--- src/rtl/cacheline_arbiter_pkg.sv ---
// Shared types for the I/D-cache to memory cacheline arbiter and its read tracking table.
package cacheline_arb_types;

  localparam int unsigned ADDR_W = 32;
  localparam int unsigned LINE_W = 256;

  typedef logic [1:0] owner_mask_t;

  localparam owner_mask_t OWNER_NONE   = 2'b00;
  localparam owner_mask_t OWNER_ICACHE = 2'b01;
  localparam owner_mask_t OWNER_DCACHE = 2'b10;

  localparam logic PTR_ICACHE = 1'b0;
  localparam logic PTR_DCACHE = 1'b1;

  // line holds addr >> OFFSET_IDX, so the upper offset bits are always zero
  typedef struct packed {
    logic              valid;
    logic [ADDR_W-1:0] line;
    owner_mask_t       owner;
  } arb_entry_t;

  function automatic logic [ADDR_W-1:0] line_of(input logic [ADDR_W-1:0] addr,
                                                input int unsigned offset_idx);
    return addr >> offset_idx;
  endfunction

endpackage

--- src/rtl/cacheline_arb_table.sv ---
// Outstanding-read tracking table: line lookups, merge/alloc/free bookkeeping, full detection.
module cacheline_arb_table
  import cacheline_arb_types::*;
#(
  parameter int unsigned MAX_OUTSTANDING = 4,
  parameter int unsigned OFFSET_IDX      = 5
) (
  input  logic              clk,
  input  logic              rst,
  input  logic [ADDR_W-1:0] ic_addr,
  input  logic [ADDR_W-1:0] dc_addr,
  input  logic              resp_valid,
  input  logic [ADDR_W-1:0] resp_addr,
  input  logic              alloc_en,
  input  logic [ADDR_W-1:0] alloc_addr,
  input  owner_mask_t       alloc_owner,
  input  logic              ic_merge_en,
  input  logic              dc_merge_en,
  output logic              ic_hit,
  output logic              dc_hit,
  output logic              dc_busy,
  output logic              resp_hit,
  output owner_mask_t       resp_owner,
  output logic              full
);

  localparam int unsigned IDX_W = (MAX_OUTSTANDING > 1) ? $clog2(MAX_OUTSTANDING) : 1;

  arb_entry_t entries     [MAX_OUTSTANDING];
  arb_entry_t entries_nxt [MAX_OUTSTANDING];

  logic [MAX_OUTSTANDING-1:0] resp_match;
  logic [MAX_OUTSTANDING-1:0] ic_match;
  logic [MAX_OUTSTANDING-1:0] dc_match;
  logic [MAX_OUTSTANDING-1:0] dc_any;
  logic [IDX_W-1:0]           ic_idx;
  logic [IDX_W-1:0]           dc_idx;
  logic [IDX_W-1:0]           free_idx;
  logic [ADDR_W-1:0]          ic_line;
  logic [ADDR_W-1:0]          dc_line;
  logic [ADDR_W-1:0]          resp_line;
  logic [ADDR_W-1:0]          alloc_line;

  assign ic_line    = line_of(ic_addr, OFFSET_IDX);
  assign dc_line    = line_of(dc_addr, OFFSET_IDX);
  assign resp_line  = line_of(resp_addr, OFFSET_IDX);
  assign alloc_line = line_of(alloc_addr, OFFSET_IDX);

  // An entry being freed this cycle is not a merge target, but still blocks writes.
  always_comb begin
    resp_match = '0;
    ic_match   = '0;
    dc_match   = '0;
    dc_any     = '0;
    for (int i = 0; i < MAX_OUTSTANDING; i++) begin
      resp_match[i] = resp_valid && entries[i].valid && (entries[i].line == resp_line);
      ic_match[i]   = entries[i].valid && (entries[i].line == ic_line) && !resp_match[i];
      dc_any[i]     = entries[i].valid && (entries[i].line == dc_line);
      dc_match[i]   = dc_any[i] && !resp_match[i];
    end
  end

  assign ic_hit   = |ic_match;
  assign dc_hit   = |dc_match;
  assign dc_busy  = |dc_any;
  assign resp_hit = |resp_match;

  always_comb begin
    resp_owner = OWNER_NONE;
    for (int i = 0; i < MAX_OUTSTANDING; i++) begin
      if (resp_match[i]) resp_owner = resp_owner | entries[i].owner;
    end
  end

  // Descending scan so the lowest matching / free index wins.
  always_comb begin
    ic_idx   = '0;
    dc_idx   = '0;
    free_idx = '0;
    full     = 1'b1;
    for (int i = MAX_OUTSTANDING - 1; i >= 0; i--) begin
      if (ic_match[i]) ic_idx = IDX_W'(i);
      if (dc_match[i]) dc_idx = IDX_W'(i);
      if (!entries[i].valid) begin
        free_idx = IDX_W'(i);
        full     = 1'b0;
      end
    end
  end

  always_comb begin
    entries_nxt = entries;
    for (int i = 0; i < MAX_OUTSTANDING; i++) begin
      if (resp_match[i]) entries_nxt[i] = '0;
    end
    if (ic_merge_en) entries_nxt[ic_idx].owner = entries_nxt[ic_idx].owner | OWNER_ICACHE;
    if (dc_merge_en) entries_nxt[dc_idx].owner = entries_nxt[dc_idx].owner | OWNER_DCACHE;
    if (alloc_en) begin
      entries_nxt[free_idx].valid = 1'b1;
      entries_nxt[free_idx].line  = alloc_line;
      entries_nxt[free_idx].owner = alloc_owner;
    end
  end

  always_ff @(posedge clk or negedge rst) begin
    if (!rst) begin
      for (int i = 0; i < MAX_OUTSTANDING; i++) entries[i] <= '0;
    end else begin
      entries <= entries_nxt;
    end
  end

endmodule

--- src/rtl/cacheline_arbiter.sv ---
// Shares the memory cacheline port between icache and dcache with read merging and RAW blocking.
// Define CACHELINE_ARB_RR_EN for round-robin arbitration; otherwise dcache has fixed priority.
module cacheline_arbiter
  import cacheline_arb_types::*;
#(
  parameter int unsigned MAX_OUTSTANDING = 4,
  parameter int unsigned OFFSET_IDX      = 5
) (
  input  logic              clk,
  input  logic              rst,

  input  logic [ADDR_W-1:0] icache_addr,
  input  logic              icache_read,
  input  logic              icache_write,
  input  logic [LINE_W-1:0] icache_wdata,
  output logic              icache_ready,
  output logic [ADDR_W-1:0] icache_raddr,
  output logic [LINE_W-1:0] icache_rdata,
  output logic              icache_rvalid,

  input  logic [ADDR_W-1:0] dcache_addr,
  input  logic              dcache_read,
  input  logic              dcache_write,
  input  logic [LINE_W-1:0] dcache_wdata,
  output logic              dcache_ready,
  output logic [ADDR_W-1:0] dcache_raddr,
  output logic [LINE_W-1:0] dcache_rdata,
  output logic              dcache_rvalid,

  output logic [ADDR_W-1:0] mem_addr,
  output logic              mem_read,
  output logic              mem_write,
  output logic [LINE_W-1:0] mem_wdata,
  input  logic              mem_ready,
  input  logic [ADDR_W-1:0] mem_raddr,
  input  logic [LINE_W-1:0] mem_rdata,
  input  logic              mem_rvalid
);

  logic        ic_rd;
  logic        dc_rd;
  logic        dc_wr;
  logic        t_ic_hit;
  logic        t_dc_hit;
  logic        t_dc_busy;
  logic        t_resp_hit;
  owner_mask_t t_resp_owner;
  logic        t_full;
  logic        ic_merge;
  logic        dc_merge;
  logic        ic_elig;
  logic        dc_elig;
  logic        gnt_ic;
  logic        gnt_dc;
  logic        alloc_en;
  logic [ADDR_W-1:0] alloc_addr;
  owner_mask_t alloc_owner;

  // The icache port is read-only.
  logic unused_icache;
  assign unused_icache = ^{icache_write, icache_wdata};

  assign ic_rd = icache_read;
  assign dc_wr = dcache_write;
  assign dc_rd = dcache_read & ~dcache_write;

  cacheline_arb_table #(
    .MAX_OUTSTANDING (MAX_OUTSTANDING),
    .OFFSET_IDX      (OFFSET_IDX)
  ) u_table (
    .clk         (clk),
    .rst         (rst),
    .ic_addr     (icache_addr),
    .dc_addr     (dcache_addr),
    .resp_valid  (mem_rvalid),
    .resp_addr   (mem_raddr),
    .alloc_en    (alloc_en),
    .alloc_addr  (alloc_addr),
    .alloc_owner (alloc_owner),
    .ic_merge_en (ic_merge),
    .dc_merge_en (dc_merge),
    .ic_hit      (t_ic_hit),
    .dc_hit      (t_dc_hit),
    .dc_busy     (t_dc_busy),
    .resp_hit    (t_resp_hit),
    .resp_owner  (t_resp_owner),
    .full        (t_full)
  );

  // Merged reads never touch the memory port, so they bypass arbitration entirely.
  assign ic_merge = rst & ic_rd & t_ic_hit;
  assign dc_merge = rst & dc_rd & t_dc_hit;

  assign ic_elig = rst & ic_rd & ~t_ic_hit & ~t_full;
  assign dc_elig = rst & ((dc_rd & ~t_dc_hit & ~t_full) | (dc_wr & ~t_dc_busy));

`ifdef CACHELINE_ARB_RR_EN
  logic rr_ptr;

  assign gnt_dc = dc_elig & (~ic_elig | (rr_ptr == PTR_DCACHE));
  assign gnt_ic = ic_elig & ~gnt_dc;

  always_ff @(posedge clk or negedge rst) begin
    if (!rst) begin
      rr_ptr <= PTR_ICACHE;
    end else if (mem_ready && (((rr_ptr == PTR_ICACHE) && gnt_ic) ||
                               ((rr_ptr == PTR_DCACHE) && gnt_dc))) begin
      rr_ptr <= ~rr_ptr;
    end
  end
`else
  assign gnt_dc = dc_elig;
  assign gnt_ic = ic_elig & ~dc_elig;
`endif

  always_comb begin
    mem_addr  = '0;
    mem_read  = 1'b0;
    mem_write = 1'b0;
    mem_wdata = '0;
    if (gnt_ic) begin
      mem_addr = icache_addr;
      mem_read = 1'b1;
    end else if (gnt_dc) begin
      mem_addr  = dcache_addr;
      mem_read  = dc_rd;
      mem_write = dc_wr;
      mem_wdata = dcache_wdata;
    end
  end

  assign icache_ready = ic_merge | (gnt_ic & mem_ready);
  assign dcache_ready = dc_merge | (gnt_dc & mem_ready);

  assign alloc_en    = mem_ready & (gnt_ic | (gnt_dc & dc_rd));
  assign alloc_addr  = gnt_dc ? dcache_addr : icache_addr;
  assign alloc_owner = gnt_dc ? OWNER_DCACHE : OWNER_ICACHE;

  assign icache_raddr  = mem_raddr;
  assign icache_rdata  = mem_rdata;
  assign dcache_raddr  = mem_raddr;
  assign dcache_rdata  = mem_rdata;
  assign icache_rvalid = t_resp_hit & t_resp_owner[0];
  assign dcache_rvalid = t_resp_hit & t_resp_owner[1];

endmodule

--- config.mk ---
export PLATFORM = sky130hd
export DESIGN_NAME = cacheline_arbiter
export DESIGN_NICKNAME = d
export VERILOG_FILES = /design/src/rtl/cacheline_arbiter_pkg.sv /design/src/rtl/cacheline_arb_table.sv /design/src/rtl/cacheline_arbiter.sv
export SDC_FILE = /design/constraint.sdc
export NUM_CORES = 1
export LEC_CHECK = 0
export ABC_CLOCK_PERIOD_IN_PS = 5700
export BUFFER_PORTS_ARGS = -buffer_cell sky130_fd_sc_hd__buf_4
export CAP_MARGIN = 10
export CORE_AREA = 2 2 681 683
export CTS_CLUSTER_SIZE = 12
export DETAILED_ROUTE_END_ITERATION = 6
export DIE_AREA = 0 0 683 685
export GPL_TIMING_DRIVEN = 1
export PLACE_DENSITY_LB_ADDON = 0.05
export SETUP_SLACK_MARGIN = 0.4
export SYNTH_ARGS = -nofsm -noshare
export SYNTH_HDL_FRONTEND = slang
export SYNTH_SLANG_ARGS = --single-unit
--- constraint.sdc ---
create_clock -name clk -period 5.7 [get_ports clk]
set_clock_uncertainty 0.1 [all_clocks]
set_input_delay 1.14 -clock clk [delete_from_list [all_inputs] [get_ports clk]]
set_output_delay 1.14 -clock clk [all_outputs]
set_load 0.05 [all_outputs]
==> impl_metrics.env, run 1 <==
export IMPL_tightest_slew_ns=0.998
export IMPL_status="completed"
export IMPL_core_area_sq_mm=0.461
export IMPL_p_leak_nw=12.8
export IMPL_n_fill_cell=54100
export IMPL_postLayoutSetupSlackWorst_ns=0.0373
export IMPL_required_ns=4.46
export IMPL_start_kind="input pin"
export IMPL_detail_route_wl_per_cell_um=30.2
export IMPL_synth_edf_count=0
export IMPL_hpwl_um=230000
export IMPL_synth_cells=1934
export IMPL_end_kind="output pin"
export IMPL_fmax_mhz=177
export IMPL_path_common_cell="buf_4"
export IMPL_cts_root_to_sink_buffers=2
export IMPL_area_growth_pct=101
export IMPL_power_mw=9.11
export IMPL_clock_latency_ns=0.55
export IMPL_grt_pass1_vias=16800
export IMPL_route_detailed_drc=0
export IMPL_synth_distinct_cells=52
export IMPL_antenna_found_initial=88
export IMPL_holdCritPathClass="flop to flop"
export IMPL_synth_avg_cell_area_sq_um=8.52
export IMPL_fin_cells=8566
export IMPL_path_max_fanout=24
export IMPL_period_needed_ns=5.66
export IMPL_io_pins=1742
export IMPL_peakVddDrop_mv=0.276
export IMPL_crit_type="input pin to output pin"
export IMPL_cts_sinks=140
export IMPL_slew_headroom=0.335
export IMPL_rsz0062_at_grt="true"
export IMPL_arrival_ns=4.42
export IMPL_syn_area_sq_mm=0.0165
export IMPL_fp_dieW_um=683
export IMPL_clk_pin_slew_ns=0.07
export IMPL_crit_chain="buf_4, xnor2_1, nand4_1, or4_4, o211ai_1, buf_4, o2111a_2, o2bb2a_4, buf_12, nor2b_2, buf_4"
export IMPL_nNetsFinal=3228
export IMPL_synth_async_reset_ratio=1.00
export IMPL_port_buffers=701
export IMPL_setup_viol=0
export IMPL_pre_cts_ws_ns=-0.910
export IMPL_synth_seq_cells=140
export IMPL_ys_flop_type="dfrtp_1"
export IMPL_first_pass_iters=5
export IMPL_die_h_um=685
export IMPL_grt_max_degree=96
export IMPL_hold_viol_final=0
export IMPL_initial_core_util=0.0357
export IMPL_viasPerCell=1.83
export IMPL_hold_ws_ns=0.383
export IMPL_grt_total_usage=0.106
export IMPL_final_util=0.0716
export IMPL_ff_latch_area_sq_mm=0.00350
export IMPL_syn_num_nets=2806
export IMPL_gr_total_overflow=0
export IMPL_totalWireLength_um=258000
export IMPL_period_share=0.993
export IMPL_globalplace_congestion=0.827
export IMPL_drive_above_1_share=0.600
export IMPL_drt_iter0_markers=763
export IMPL_startpoint="mem_raddr[27]"
export IMPL_root_buffer="clkbuf_16"
export IMPL_dieArea_sq_mm=0.468
export IMPL_cellPowerDensity_mw_per_mm2=276
export IMPL_largest_registers="u_table.entries: 140 flops"
export IMPL_cts_made_buffers=17
export IMPL_largest_reg_flops=140
export IMPL_multiInputGateArea_sq_mm=0.00993
export IMPL_yosys_warnings=0
export IMPL_cpMaxStageDelayCell="or4_4"
export IMPL_cap_violations=0
export IMPL_slew_viol_final=0
export IMPL_max_stage_delay_ns=0.50
export IMPL_hold_start="u_table.entries[32]"
export IMPL_top_register="u_table.entries"
export IMPL_dp_cells=8472
export IMPL_h_tree_depth=4
export IMPL_grt_pass1_wl_um=296000
export IMPL_via_count=15700
export IMPL_r2r_start="u_table.entries[64]"
export IMPL_tritoncts="built"
export IMPL_rows=250
export IMPL_ys_seq_area_frac=0.213
export IMPL_ant_nets=0
[layout make-up]
class | instances | area share
clock buffer | 18 | 0.0130
inverter | 7 | 0.000795
multi-input combinational | 1090 | 0.300
timing repair buffer | 1100 | 0.339
antenna | 24 | 0.00182
tap | 6174 | 0.234
clock inverter | 13 | 0.00511
sequential | 140 | 0.106
[cells in the final DEF, fill, tap and decap left out, types with 48 or more instances in the layout]
cell	instances
xor2_1	106
nand4_1	58
nand2_1	123
mux2i_1	139
dfrtp_1	140
buf_8	108
nor2b_1	48
nor2b_4	145
buf_12	107
xnor2_1	189
buf_6	123
nor2b_2	66
buf_4	744
[kinds of logic (layout without fill, tap and decap cells)]
kind of cell    after synthesis  in the layout  share of synthesized area
buf+inv                     704           1138                      0.299
simple gates                551            551                      0.192
xor+xnor                    324            324                      0.172
flops                       140            140                      0.213
mux                         139            139                     0.0845
compound gates               76             76                     0.0399
other cells                   0             24                          0
[through the flow]
step,setup TNS (ns),cell area [sq um]
after global placement,-149.20,28100
after CTS,-22.90,30600
after floorplan,0,16500
after global routing,-7.52,33000
after detailed placement,-128.18,28100
final,0,33000
[final timing paths]
path / end / slack [ns] / cells past startpoint
worst min-delay path: u_table.entries[32] / 0.38 / 1
worst max register to register: u_table.entries[12] / 1.16 / 12
worst max-delay path: mem_wdata[137] / 0.04 / 11
worst min register to register: u_table.entries[32] / 0.38 / 1
min in group asynchronous: u_table.entries[66] / 0.53 / 2
max in group asynchronous: u_table.entries[83] / 3.54 / 3
[timing repair]
action / 4_1_cts / 5_1_grt
hold buffers: 0 / 0
buffers inserted: 8 / 13
setup endpoints to repair: 301 / 293
gates resized for setup: 428 / 472
pin swaps: 13 / 37
cloned: 1 / 17
[routing by layer]
metal | vias to the layer above | part of all wire | global-route usage
met3 | 377 | 0.099 | 0.0474
met1 | 7695 | 0.39 | 0.119
met2 | 1073 | 0.47 | 0.173
met4 | 10 | 0.043 | 0.0390
met5 | - | 0.0014 | 0.00546
li1 | 6546 | - | -
[synth_stat cells (9+ instances only)]
master	number	area [sq um]
nor2b_1	259	1620
a22o_1	34	298
dfrtp_1	140	3500
clkbuf_1	98	368
xnor2_1	217	1900
buf_6	13	146
buf_4	580	4350
nand4_1	58	363
xor2_1	107	937
nor4_1	42	263
nand2_1	124	465
mux2i_1	139	1390
nand3_1	9	45.0
and2_1	21	131
[power by group]
group	switching [mW]	internal, mW	total [mW]
logic	3.48	2.33	5.81
registers	0.681	1.30	1.98
clock network	0.623	0.687	1.31
[critical path: cells and delay by family]
kind	cells	cell delay, ns
and+or+nand+nor	3	1.11
buffers and inverters	4	0.83
AOI/OAI and AO/OA	3	0.84
xor gates and xnor gates	1	0.40
Power figures use the tool's default switching activity.
==> run 2, diff against run 1 <==
Settings changed: MAX_ROUTING_LAYER from default to met4.
==> impl_metrics.env, run 2 (synthesized netlist as in run 1, its figures left out) <==
export IMPL_path_common_cell="buf_4"
export IMPL_fin_tns_setup_ns=-0.0976
export IMPL_gr_total_overflow=0
export IMPL_fin_cells=8562
export IMPL_end_kind="output pin"
export IMPL_cts_root_to_sink_buffers=2
export IMPL_path_max_fanout=24
export IMPL_peakVddDrop_mv=0.276
export IMPL_top_register="u_table.entries"
export IMPL_port_buffers=701
export IMPL_largest_reg_flops=140
export IMPL_start_kind="input pin"
export IMPL_slew_headroom=0.328
export IMPL_period_share=1.02
export IMPL_cellPowerDensity_mw_per_mm2=275
export IMPL_cts_hold_buf=0
export IMPL_arrival_ns=4.56
export IMPL_io_pins=1742
export IMPL_final_common_cell="buf_4"
export IMPL_drive_above_1_share=0.598
export IMPL_nNetsFinal=3224
export IMPL_rsz0062_at_grt="true"
export IMPL_slew_viol_final=0
export IMPL_postLayoutSetupSlackWorst_ns=-0.0976
export IMPL_grt_max_degree=96
export IMPL_viasPerCell=1.83
export IMPL_clock_latency_ns=0.56
export IMPL_core_area_sq_mm=0.461
export IMPL_cts_sinks=140
export IMPL_cap_violations=0
export IMPL_max_stage_delay_ns=0.52
export IMPL_status="finished, violations left"
export IMPL_path_buf_inv=6
export IMPL_first_pass_iters=5
export IMPL_fmax_mhz=172
export IMPL_violations="setup timing"
export IMPL_globalplace_congestion=0.839
export IMPL_final_util=0.0713
export IMPL_holdCritPathClass="flop to flop"
export IMPL_cts_made_buffers=17
export IMPL_grt_total_usage=0.109
export IMPL_fp_dieW_um=683
export IMPL_totalWireLength_um=258000
export IMPL_grt_pass1_vias=16800
export IMPL_h_tree_depth=4
export IMPL_clk_pin_slew_ns=0.08
export IMPL_pre_cts_ws_ns=-0.910
export IMPL_cpMaxStageDelayCell="or4_4"
export IMPL_dieArea_sq_mm=0.468
export IMPL_initial_core_util=0.0357
export IMPL_p_leak_nw=12.7
export IMPL_largest_registers="u_table.entries: 140 flops"
export IMPL_via_count=15600
export IMPL_tightest_slew_ns=1.01
export IMPL_crit_chain="buf_4, xnor2_4, buf_6, nand4_1, buf_6, or4_4, o211ai_1, buf_4, o2111a_2, o2bb2a_4, buf_12, nor2b_2, buf_4"
export IMPL_crit_family="simple AND/OR/NAND/NOR gates"
export IMPL_antenna_found_initial=92
export IMPL_detail_route_wl_per_cell_um=30.2
export IMPL_required_ns=4.46
export IMPL_die_h_um=685
export IMPL_hold_viol_final=0
export IMPL_hpwl_um=230000
export IMPL_root_buffer="clkbuf_16"
export IMPL_layout_common_cells="buf_4, xnor2_1, dfrtp_1"
export IMPL_tritoncts="built"
export IMPL_drt_iter0_markers=827
export IMPL_rows=250
export IMPL_period_needed_ns=5.80
export IMPL_crit_type="input pin to output pin"
export IMPL_grt_pass1_wl_um=296000
export IMPL_setup_viol=1
export IMPL_area_growth_pct=99.8
export IMPL_ant_nets=0
export IMPL_power_mw=9.06
export IMPL_route_detailed_drc=0
export IMPL_dp_cells=8472
-- run 2: report_power, final --
part	leakage (nW)	internal [mW]	switching, mW
Clock	0.267	0.687	0.627
Combinational	10.6	2.32	3.45
Sequential	1.80	1.30	0.680
Total	12.7	4.30	4.76
-- run 2: worst reg2reg max path, delay by kind of cell, from the launching register on --
family / cells / cell delay [ns]
buffers and inverters: 4 / 1.22
muxes: 2 / 0.73
and+or+nand+nor: 3 / 1.30
AOI/OAI and AO/OA: 3 / 0.73
DFF: 1 / 0.37
-- run 2: timing repair --
item / CTS / global route
setup endpoints to repair: 301 / 293
pin swaps: 13 / 34
gates resized for setup: 428 / 456
buffers inserted: 8 / 11
gates cloned: 1 / 15
-- run 2: metal layers --
layer,up-vias,track usage,wire (um)
li1,6551,-,-
met5,-,-,0
met3,381,0.0471,25700
met1,7619,0.120,101000
met2,1092,0.174,121000
met4,0,0.0383,10700
-- run 2: layout make-up --
cell class,instances,area (sq um)
Inverter,7,26.3
Clock inverter,13,169
Tap cell,6174,7720
Multi-Input combinational cell,1090,9870
Timing Repair Buffer,1096,11100
Antenna cell,24,60.1
Fill cell,54100,428000
Clock buffer,18,429
Sequential cell,140,3500
-- run 2: metrics by stage --
step / instance area, sq um / hold WS [ns]
2_1_floorplan: 16500 / 0.343
3_3_place_gp: 28100 / 0.363
3_5_place_dp: 28100 / 0.365
4_1_cts: 30600 / 0.386
5_1_grt: 32900 / 0.414
6_report: 32900 / 0.378
-- run 2: path summary, 6_finish.rpt --
path                                      start              endpoint  slack [ns]  cells past startpoint
hold reg to reg            u_table.entries[102]  u_table.entries[102]        0.38                      1
hold / removal             u_table.entries[102]  u_table.entries[102]        0.38                      1
min in group asynchronous                   rst   u_table.entries[66]        0.52                      2
setup / recovery                   mem_raddr[7]        mem_wdata[137]        -0.1                     13
setup reg to reg            u_table.entries[64]   u_table.entries[11]        1.11                     12
max in group asynchronous                   rst  u_table.entries[121]        3.58                      3
==> run 3, diff against run 2 <==
Settings changed: CTS_CLUSTER_SIZE 12 to default, PLACE_DENSITY from default to 0.3, PLACE_DENSITY_LB_ADDON 0.05 to default.
==> impl_metrics.env, run 3 (synthesized netlist as in run 1, its figures left out) <==
export IMPL_clk_pin_slew_ns=0.06
export IMPL_fp_dieW_um=683
export IMPL_startpoint="mem_raddr[21]"
export IMPL_cts_sinks=140
export IMPL_pre_cts_ws_ns=-0.537
export IMPL_layout_common_cells="buf_4, xnor2_1, nor2b_4"
export IMPL_die_h_um=685
export IMPL_r2r_cells=15
export IMPL_multiInputGateArea_sq_mm=0.00998
export IMPL_largest_registers="u_table.entries: 140 flops"
export IMPL_crit_end="mem_wdata[148]"
export IMPL_end_kind="output pin"
export IMPL_n_fill_cell=54100
export IMPL_setup_viol=0
export IMPL_path_max_fanout=11
export IMPL_clock_latency_ns=0.48
export IMPL_h_tree_depth=4
export IMPL_swShare=0.519
export IMPL_root_buffer="clkbuf_16"
export IMPL_io_pins=1742
export IMPL_first_pass_iters=5
export IMPL_tightest_slew_ns=0.956
export IMPL_largest_reg_flops=140
export IMPL_period_share=0.960
export IMPL_start_kind="input pin"
export IMPL_ant_nets=0
export IMPL_detail_route_wl_per_cell_um=33.2
export IMPL_r2r_setup_slack_ns=0.82
export IMPL_antenna_found_initial=98
export IMPL_globalplace_congestion=1.08
export IMPL_totalWireLength_um=278000
export IMPL_hold_viol_final=0
export IMPL_cellPowerDensity_mw_per_mm2=255
export IMPL_p_clk_frac=0.139
export IMPL_slew_headroom=0.363
export IMPL_gr_total_overflow=0
export IMPL_dp_cells=8288
export IMPL_r2r_start="u_table.entries[68]"
export IMPL_route_detailed_drc=0
export IMPL_cts_root_to_sink_buffers=2
export IMPL_fmax_mhz=183
export IMPL_status="completed"
export IMPL_drive_above_1_share=0.573
export IMPL_final_common_cell="buf_4"
export IMPL_via_count=15500
export IMPL_intPower_mw=3.90
export IMPL_port_buffers=701
export IMPL_arrival_ns=4.23
export IMPL_viasPerCell=1.85
export IMPL_power_switching_mw=4.20
export IMPL_holdCritPathClass="flop to flop"
export IMPL_rows=250
export IMPL_ff_latch_area_sq_mm=0.00350
export IMPL_drt_iter0_markers=1187
export IMPL_grt_total_usage=0.117
export IMPL_dieArea_sq_mm=0.468
export IMPL_cap_violations=0
export IMPL_core_area_sq_mm=0.461
export IMPL_grt_max_degree=68
export IMPL_initial_core_util=0.0357
export IMPL_rsz0062_at_grt="true"
export IMPL_rr_endpoint="u_table.entries[28]"
export IMPL_hpwl_um=256000
export IMPL_fin_cells=8385
export IMPL_nNetsFinal=3046
export IMPL_postLayoutSetupSlackWorst_ns=0.230
export IMPL_power_frac_seq=0.248
export IMPL_p_leak_nw=11.9
export IMPL_peakVddDrop_mv=0.157
export IMPL_period_needed_ns=5.47
export IMPL_area_growth_pct=92.7
export IMPL_p_comb_frac=0.613
export IMPL_crit_type="input pin to output pin"
export IMPL_tritoncts="built"
export IMPL_required_ns=4.46
export IMPL_top_register="u_table.entries"
export IMPL_slew_viol_final=0
export IMPL_grt_pass1_vias=15900
export IMPL_grt_pass1_wl_um=314000
export IMPL_cts_made_buffers=17
[run 3: power groups by stage]
stage | clock network, mW | logic [mW] | registers, mW
2_1_floorplan | 0 | 3.20 | 1.71
3_3_place_gp | 0 | 4.22 | 2.00
3_5_place_dp | 0 | 4.17 | 2.00
4_1_cts | 1.16 | 4.38 | 2.00
5_1_grt | 1.20 | 5.20 | 2.04
6_report | 1.12 | 4.97 | 2.01
[run 3: what timing repair did]
action                     CTS  global route
setup endpoints to repair  295           290
resized for setup          244           891
pin swaps                   10            22
cloned                       0            11
buffers inserted            11            19
hold buffers                 0             0
[run 3: worst max-delay path, cell delays in order]
cell and delay [ns]:
buf_4 0.16, xnor2_1 0.33, nand4_1 0.28, or4_4 0.48
o211ai_1 0.28, o2111a_2 0.30, o2bb2a_4 0.19, buf_12 0.15
buf_12 0.17, buf_4 0.22, nor2b_1 0.21, buf_6 0.25
[run 3: worst min path at each step]
| stage | startpoint | endpoint | cells past startpoint |
|---|---|---|---|
| finish | u_table.entries[32] | u_table.entries[32] | 1 |
| global route | rst | u_table.entries[32] | 1 |
| CTS | rst | u_table.entries[71] | 1 |
| detailed placement | u_table.entries[65] | u_table.entries[65] | 1 |
| global placement | u_table.entries[137] | u_table.entries[137] | 1 |
| floorplan | u_table.entries[102] | u_table.entries[102] | 1 |
[run 3: through the flow]
step	cell area (sq um)	power (mW)	hold slack (ns)	utilization	setup TNS, ns
after floorplan	16500	4.90	0.343	-	0
after global placement	26200	6.22	0.361	0.0567	-36.40
after detailed placement	26200	6.18	0.364	0.0567	-17.38
after CTS	27800	7.54	0.379	0.0603	0
after global routing	31700	8.43	0.392	0.0687	0
final	31700	8.10	0.381	0.0688	0
[run 3: final cells by class]
class | instances | area share
inverter | 7 | 0.000828
sequential | 140 | 0.110
clock inverter | 14 | 0.00422
timing repair buffer | 918 | 0.311
antenna | 24 | 0.00189
multi-input combinational | 1090 | 0.315
tap | 6174 | 0.243
clock buffer | 18 | 0.0138
[run 3: layer usage]
| metal | vias up | wire [um] | global-route usage |
|---|---|---|---|
| met3 | 275 | 60500 | 0.110 |
| met5 | - | 0 | - |
| li1 | 6198 | - | - |
| met4 | 0 | 6110 | 0.0193 |
| met1 | 7590 | 86100 | 0.106 |
| met2 | 1443 | 126000 | 0.182 |
